## src/rtl/river_crossing_engine.sv

```systemverilog
// Missionaries/cannibals puzzle engine: holds the bank state, checks move legality and applies
// moves after CROSS_CYCLES. Optional UNDO_EN macro adds a circular move history with undo crossings.
module river_crossing_engine #(
    parameter int N_M          = 3,
    parameter int N_C          = 3,
    parameter int BOAT_CAP     = 2,
    parameter int CROSS_CYCLES = 1,
    parameter int CNT_W        = 8,
    parameter int HIST_DEPTH   = 16,
    localparam int W  = $clog2(((N_M > N_C) ? N_M : N_C) + 1),
    localparam int HW = $clog2(HIST_DEPTH + 1)
) (
    input  logic             clk,
    input  logic             reset,
    input  logic             start,
    input  logic             move_valid,
    output logic             move_ready,
    input  logic [W-1:0]     move_m,
    input  logic [W-1:0]     move_c,
    input  logic             undo_req,
    output logic [W-1:0]     m_left,
    output logic [W-1:0]     c_left,
    output logic [W-1:0]     m_right,
    output logic [W-1:0]     c_right,
    output logic             boat_side,
    output logic             busy,
    output logic             move_done,
    output logic             err_valid,
    output logic [2:0]       err_code,
    output logic [CNT_W-1:0] move_count,
    output logic [HW-1:0]    hist_level,
    output logic             solution_complete
);
    localparam int TW = (CROSS_CYCLES > 1) ? $clog2(CROSS_CYCLES) : 1;

    typedef enum logic [1:0] {IDLE, READY, CROSS, DONE} state_t;

    state_t        state;
    logic [TW-1:0] timer;
    logic [W-1:0]  xm, xc;
    logic          x_undo;

    logic [W-1:0]  src_m, src_c;
    logic [W:0]    load;
    logic [W-1:0]  tl_m, tl_c, tr_m, tr_c;
    logic [W-1:0]  nl_m, nl_c, nr_m, nr_c;
    logic [2:0]    chk_code;

    assign busy              = (state == CROSS);
    assign solution_complete = (state == DONE);

`ifdef UNDO_EN
    localparam int PW = (HIST_DEPTH > 1) ? $clog2(HIST_DEPTH) : 1;

    logic [2*W-1:0] hist_mem [HIST_DEPTH];
    logic [PW-1:0]  wr_ptr, rd_ptr;

    assign move_ready = (state == READY) && !undo_req;
    assign rd_ptr     = (wr_ptr == '0) ? PW'(HIST_DEPTH - 1) : wr_ptr - 1'b1;

    always_ff @(posedge clk) begin
        if (!reset && state == CROSS && timer == '0 && !x_undo)
            hist_mem[wr_ptr] <= {xm, xc};
    end
`else
    logic unused_undo;
    assign unused_undo = undo_req;
    assign move_ready  = (state == READY);
    assign hist_level  = '0;
`endif

    assign src_m = boat_side ? m_right : m_left;
    assign src_c = boat_side ? c_right : c_left;
    assign load  = {1'b0, move_m} + {1'b0, move_c};

    // Legality of the requested move; the post-move banks are only meaningful once rules 1-2 pass.
    always_comb begin
        chk_code = 3'd0;
        tl_m = m_left;
        tl_c = c_left;
        tr_m = m_right;
        tr_c = c_right;
        if (load == '0 || int'(load) > BOAT_CAP) begin
            chk_code = 3'd1;
        end else if (src_m < move_m || src_c < move_c) begin
            chk_code = 3'd2;
        end else begin
            if (!boat_side) begin
                tl_m = m_left - move_m;
                tl_c = c_left - move_c;
                tr_m = m_right + move_m;
                tr_c = c_right + move_c;
            end else begin
                tl_m = m_left + move_m;
                tl_c = c_left + move_c;
                tr_m = m_right - move_m;
                tr_c = c_right - move_c;
            end
            if ((tl_m != '0 && tl_m < tl_c) || (tr_m != '0 && tr_m < tr_c))
                chk_code = 3'd3;
        end
    end

    // The boat side is always the source, so an undo is the latched move crossing back.
    always_comb begin
        if (!boat_side) begin
            nl_m = m_left - xm;
            nl_c = c_left - xc;
            nr_m = m_right + xm;
            nr_c = c_right + xc;
        end else begin
            nl_m = m_left + xm;
            nl_c = c_left + xc;
            nr_m = m_right - xm;
            nr_c = c_right - xc;
        end
    end

    always_ff @(posedge clk) begin
        if (reset) begin
            state      <= IDLE;
            timer      <= '0;
            xm         <= '0;
            xc         <= '0;
            x_undo     <= 1'b0;
            m_left     <= '0;
            c_left     <= '0;
            m_right    <= '0;
            c_right    <= '0;
            boat_side  <= 1'b0;
            move_done  <= 1'b0;
            err_valid  <= 1'b0;
            err_code   <= '0;
            move_count <= '0;
`ifdef UNDO_EN
            wr_ptr     <= '0;
            hist_level <= '0;
`endif
        end else begin
            move_done <= 1'b0;
            err_valid <= 1'b0;
            if (start && state != CROSS) begin
                m_left     <= W'(N_M);
                c_left     <= W'(N_C);
                m_right    <= '0;
                c_right    <= '0;
                boat_side  <= 1'b0;
                move_count <= '0;
                err_code   <= '0;
`ifdef UNDO_EN
                wr_ptr     <= '0;
                hist_level <= '0;
`endif
                state      <= READY;
            end else begin
                case (state)
                    READY: begin
`ifdef UNDO_EN
                        if (undo_req) begin
                            if (hist_level == '0) begin
                                err_valid <= 1'b1;
                                err_code  <= 3'd4;
                            end else begin
                                {xm, xc} <= hist_mem[rd_ptr];
                                x_undo   <= 1'b1;
                                timer    <= TW'(CROSS_CYCLES - 1);
                                state    <= CROSS;
                            end
                        end else
`endif
                        if (move_valid) begin
                            if (chk_code != 3'd0) begin
                                err_valid <= 1'b1;
                                err_code  <= chk_code;
                            end else begin
                                xm     <= move_m;
                                xc     <= move_c;
                                x_undo <= 1'b0;
                                timer  <= TW'(CROSS_CYCLES - 1);
                                state  <= CROSS;
                            end
                        end
                    end
                    CROSS: begin
                        if (timer != '0) begin
                            timer <= timer - 1'b1;
                        end else begin
                            m_left    <= nl_m;
                            c_left    <= nl_c;
                            m_right   <= nr_m;
                            c_right   <= nr_c;
                            boat_side <= ~boat_side;
                            move_done <= 1'b1;
                            if (x_undo) begin
                                if (move_count != '0)
                                    move_count <= move_count - 1'b1;
                            end else if (move_count != '1) begin
                                move_count <= move_count + 1'b1;
                            end
`ifdef UNDO_EN
                            if (x_undo) begin
                                hist_level <= hist_level - 1'b1;
                                wr_ptr     <= rd_ptr;
                            end else begin
                                wr_ptr <= (wr_ptr == PW'(HIST_DEPTH - 1)) ? '0 : wr_ptr + 1'b1;
                                if (hist_level != HW'(HIST_DEPTH))
                                    hist_level <= hist_level + 1'b1;
                            end
`endif
                            state <= (nl_m == '0 && nl_c == '0) ? DONE : READY;
                        end
                    end
                    default: ;
                endcase
            end
        end
    end
endmodule

```

## config.mk

```make
export PLATFORM = sky130hd
export DESIGN_NAME = river_crossing_engine
export DESIGN_NICKNAME = d
export VERILOG_FILES = /design/src/rtl/river_crossing_engine.sv
export SDC_FILE = /design/constraint.sdc
export NUM_CORES = 1
export LEC_CHECK = 0
export CAP_MARGIN = 10
export CELL_PAD_IN_SITES_DETAIL_PLACEMENT = 0
export CELL_PAD_IN_SITES_GLOBAL_PLACEMENT = 1
export CORE_MARGIN = 10
export CORE_UTILIZATION = 34
export DETAILED_ROUTE_END_ITERATION = 10
export PLACE_DENSITY = 0.88
export SLEW_MARGIN = 5
export SYNTH_ARGS = -nofsm -noshare
export SYNTH_HDL_FRONTEND = slang
export SYNTH_SLANG_ARGS = --single-unit
```

## constraint.sdc

```tcl
create_clock -name clk -period 2.3 [get_ports clk]
set_input_delay 0.46 -clock clk [delete_from_list [all_inputs] [get_ports clk]]
set_output_delay 0.46 -clock clk [all_outputs]
set_load 0.03 [all_outputs]
```

==> metrics.md <==
| Metric | Value |
|---|---|
| CTS tree | yes |
| CP cell instances | inv_2 -> ha_4 -> xnor2_2 -> xnor3_1 -> inv_1 -> ha_1 -> a221o_1 -> a41oi_4 -> nand2b_1 -> a21oi_2 |
| Clock latency on the worst-skew pair | about 0.27 ns |
| Critical path fanouts, max | 4 |
| FF-to-FF Start | m_right[0] |
| Mapped cell area | approximately 0.0017 mm2 |
| Crit. End Element | register |
| #FFs+latches synth | 27 |
| Placed Instances | roughly 290 |
| Die area | ~0.0083 mm2 |
| Cell Count, Final, Fillers Out | 304 |
| WL per Instance | around 13 um |
| Sequential power share | 0.418 |
| DRT Wirelength | around 4000 um |
| Die width | between 90 and 100 um |
| Drt first pass iters | 4 |
| Max incr delay on CP | 0.43 ns |
| Reg area | around 540 um2 |
| Hold Path Stages | 2 |
| Syn. warnings | 0 |
| Tcrit/Tclk final | 0.949 |
| DR vias | about 1.4k |
| Port-buffer cells | 31 |
| Avg Cell Area, Syn | just over 9 um2 |
| Overall Global Routing Usage | 0.0981 |
| Initial DRC Count | between 50 and 60 |
| Post-layout min period | around 2.2 ns |
| GP Congestion | approximately 0.83 |
| Post-place instance area | 0.00217 mm2 |
| Worst-path clk slew | around 0.09 ns |
| Hold Slack | 0.494 ns |
| Utilization after layout | 0.488 |
| Combinational share of power | 0.357 |
| Final hold vios | 0 |
| Post-CTS Hold Fix Bufs | 0 |
| Total of fill cells in the finished design | between 400 and 500 |
| Critical Path RT | roughly 2.5 ns |
| Vias per inst | ~4.5 |
| Area growth syn-to-layout | 36.0% |
| Worst-margin pin slew | 0.491 ns |
| Final setup viols | 0 |
| ANT cells | 0 |
| Multi-input logic area | 0.00120 mm2 |
| Hold path startpoint | err_code[0] |
| Layout cells sized above 1 | 0.219 |
| Sw Share | 0.328 |
| Worst slew margin | 0.670 |
| Leakage | 0.967 nW |
| First-pass GRT wire length | 6870 um |
| Final WS setup | between 0.1 and 0.15 ns |
| Worst hold path type | register to register |
| RR Endpoint | state[0] |
| Total gr overflow | 0 |
| Crit path launch type | register |
| Initial core utilization | 0.359 |
| EDFF count, synth | 0 |
| Synth Instances | between 150 and 200 |
| FF-to-FF setup slack | 0.12 ns |
| Clock Skew | 0.00290 ns |
| Total power | ~1.2 mW |
| CP Data Arrival Time | 2.36 ns |
| Clock group share of total power | 0.225 |
| Dpl hpwl | just over 3000 um |
| Die Span Y | slightly above 90 um |
| Kind of critical path | register to register |
| Initial antenna violation count | 0 |
| Ports | 39 |
| WHS Endpoint | err_code[0] |
| Slowest cell on crit path | a221o_1 |
| Nets | 265 |
| Pre-CTS setup slack | -0.609 ns |
| Total negative slack | 0 ns |
| Site Rows | 25 |
| Fin area | between 0.002 and 0.0025 mm2 |
| Seq/Total Area, Yosys | 0.313 |
| Count of different cell masters after synthesis | 37 |
| Clock buffer depth | 2 |
| NetSw | approximately 400 uW |
| Largest net degree at the start of global routing | 18 |
| Max IR drop VDD | 316 uV |
| Vias in the first global route | about 1.4k |
| Outcome | completed |
| Detailed-route DRC error count | 0 |
| Root Driver | clkbuf_8 |
| Power per cell area | 510 mW/mm2 |
| CTS buffer count | 3 |
| Post-route ant nets | 0 |
| Int Power | roughly 810 uW |
| Max-cap violation count | 0 |
| R2r worst-path depth | 10 |
| Slew Limit Fails | 0 |
| Core area | just under 0.005 mm2 |
| H-tree depth | 1 |
| Fmax achieved | about 0.46 GHz |
| Dominant synthesized flop cell | dfxtp_1 |
| Asr flop ratio synth | 0 |
| Num Clock Sinks | 27 |
[cell usage in the layout (no fill, tap or decap), types with 2 or more instances in the layout]
cell,netlist,final
a211oi_1,2,2
a21oi_1,7,4
a21oi_2,0,3
buf_4,6,18
clkbuf_2,0,2
clkbuf_8,0,3
clkdlybuf4s50_1,0,27
conb_1,1,6
dfxtp_1,27,24
dfxtp_2,0,3
ha_1,17,15
ha_4,0,2
inv_1,8,7
mux2_2,3,3
mux2i_1,5,5
nand2_1,5,5
nand2b_1,5,5
nand3_1,3,3
nor2_1,39,38
nor2b_1,5,5
nor3_1,4,4
nor3b_1,2,2
xnor2_1,19,14
xnor2_2,0,5
xnor3_1,2,2
xor2_1,7,7
[layer usage]
layer  GRT usage  share of wire
met1       0.120           0.46
met5           0              0
met3      0.0329          0.055
met2       0.161           0.48
met4      0.0235         0.0082
[logic make-up after synthesis]
group / share of synthesized area
and+or+nand+nor: 0.201
xor gates and xnor gates: 0.158
AOI/OAI and AO/OA: 0.0760
adders and majority gates: 0.135
other: 0.00217
muxes: 0.0550
buffers and inverters: 0.0608
DFF: 0.313
[layout make-up]
class | instances | share of cell area
flip-flops and latches | 27 | 0.232
well taps | 67 | 0.0357
multi-input cells | 148 | 0.513
repair buffers | 50 | 0.187
inverters | 8 | 0.0128
clock buffers | 3 | 0.0176
clock inverters | 1 | 0.00213
[flip-flops by register name (all words and copies together) (netlist names)]
register and cells:
xc 2, err_code 2, err_valid 1, c_left 2, move_done 1, m_right 2
state 2, c_right 2, boat_side 1, move_count 8, m_left 2, xm 2
[power by group through the flow]
| stage | sequential, mW | clock (mW) | combinational, mW |
|---|---|---|---|
| after CTS | 0.502 | 0.281 | 0.396 |
| after global placement | 0.513 | 0 | 0.356 |
| final | 0.501 | 0.270 | 0.427 |
| after floorplan | 0.531 | 0 | 0.235 |
| after global routing | 0.505 | 0.298 | 0.470 |
| after detailed placement | 0.513 | 0 | 0.361 |
[synth_stat cells (3+ instances only)]
cell,n,area share
xor2_1,7,0.035
nor2_1,39,0.085
ha_1,17,0.12
dfxtp_1,27,0.31
a21oi_1,7,0.020
nand2b_1,5,0.018
xnor2_1,19,0.096
nor3_1,4,0.012
mux2_2,3,0.020
nand3_1,3,0.0087
nor2b_1,5,0.018
mux2i_1,5,0.029
nand2_1,5,0.011
buf_4,6,0.026
clkbuf_1,5,0.011
inv_1,8,0.017
[worst max-delay path: cells and delay by family, from the launching register on]
kind,cells,cell delay [ns]
adder cells (fa/ha/maj),2,0.36
flip-flops,1,0.34
buffers and inverters,2,0.12
XOR/XNOR,2,0.39
AND/OR/NAND/NOR,1,0.15
AO/OA/AOI/OAI,3,0.71
[how the worst max path moves through the flow]
stage                     endpoint  cells past startpoint       start
after floorplan           state[1]                      9   m_left[0]
after global placement       xc[0]                      9   move_m[0]
after detailed placement     xc[0]                      9   move_m[0]
after CTS                 state[0]                     10  m_right[0]
after global routing      state[1]                     10  m_right[0]
final                     state[0]                     10  m_right[0]
[timing repair]
action | in CTS | in global routing
buffers inserted | 4 | 2
endpoints found under the setup margin | 9 | 9
gates resized for setup | 16 | 14
pin swaps | 14 | 7
(Power assumes the default switching activity.)
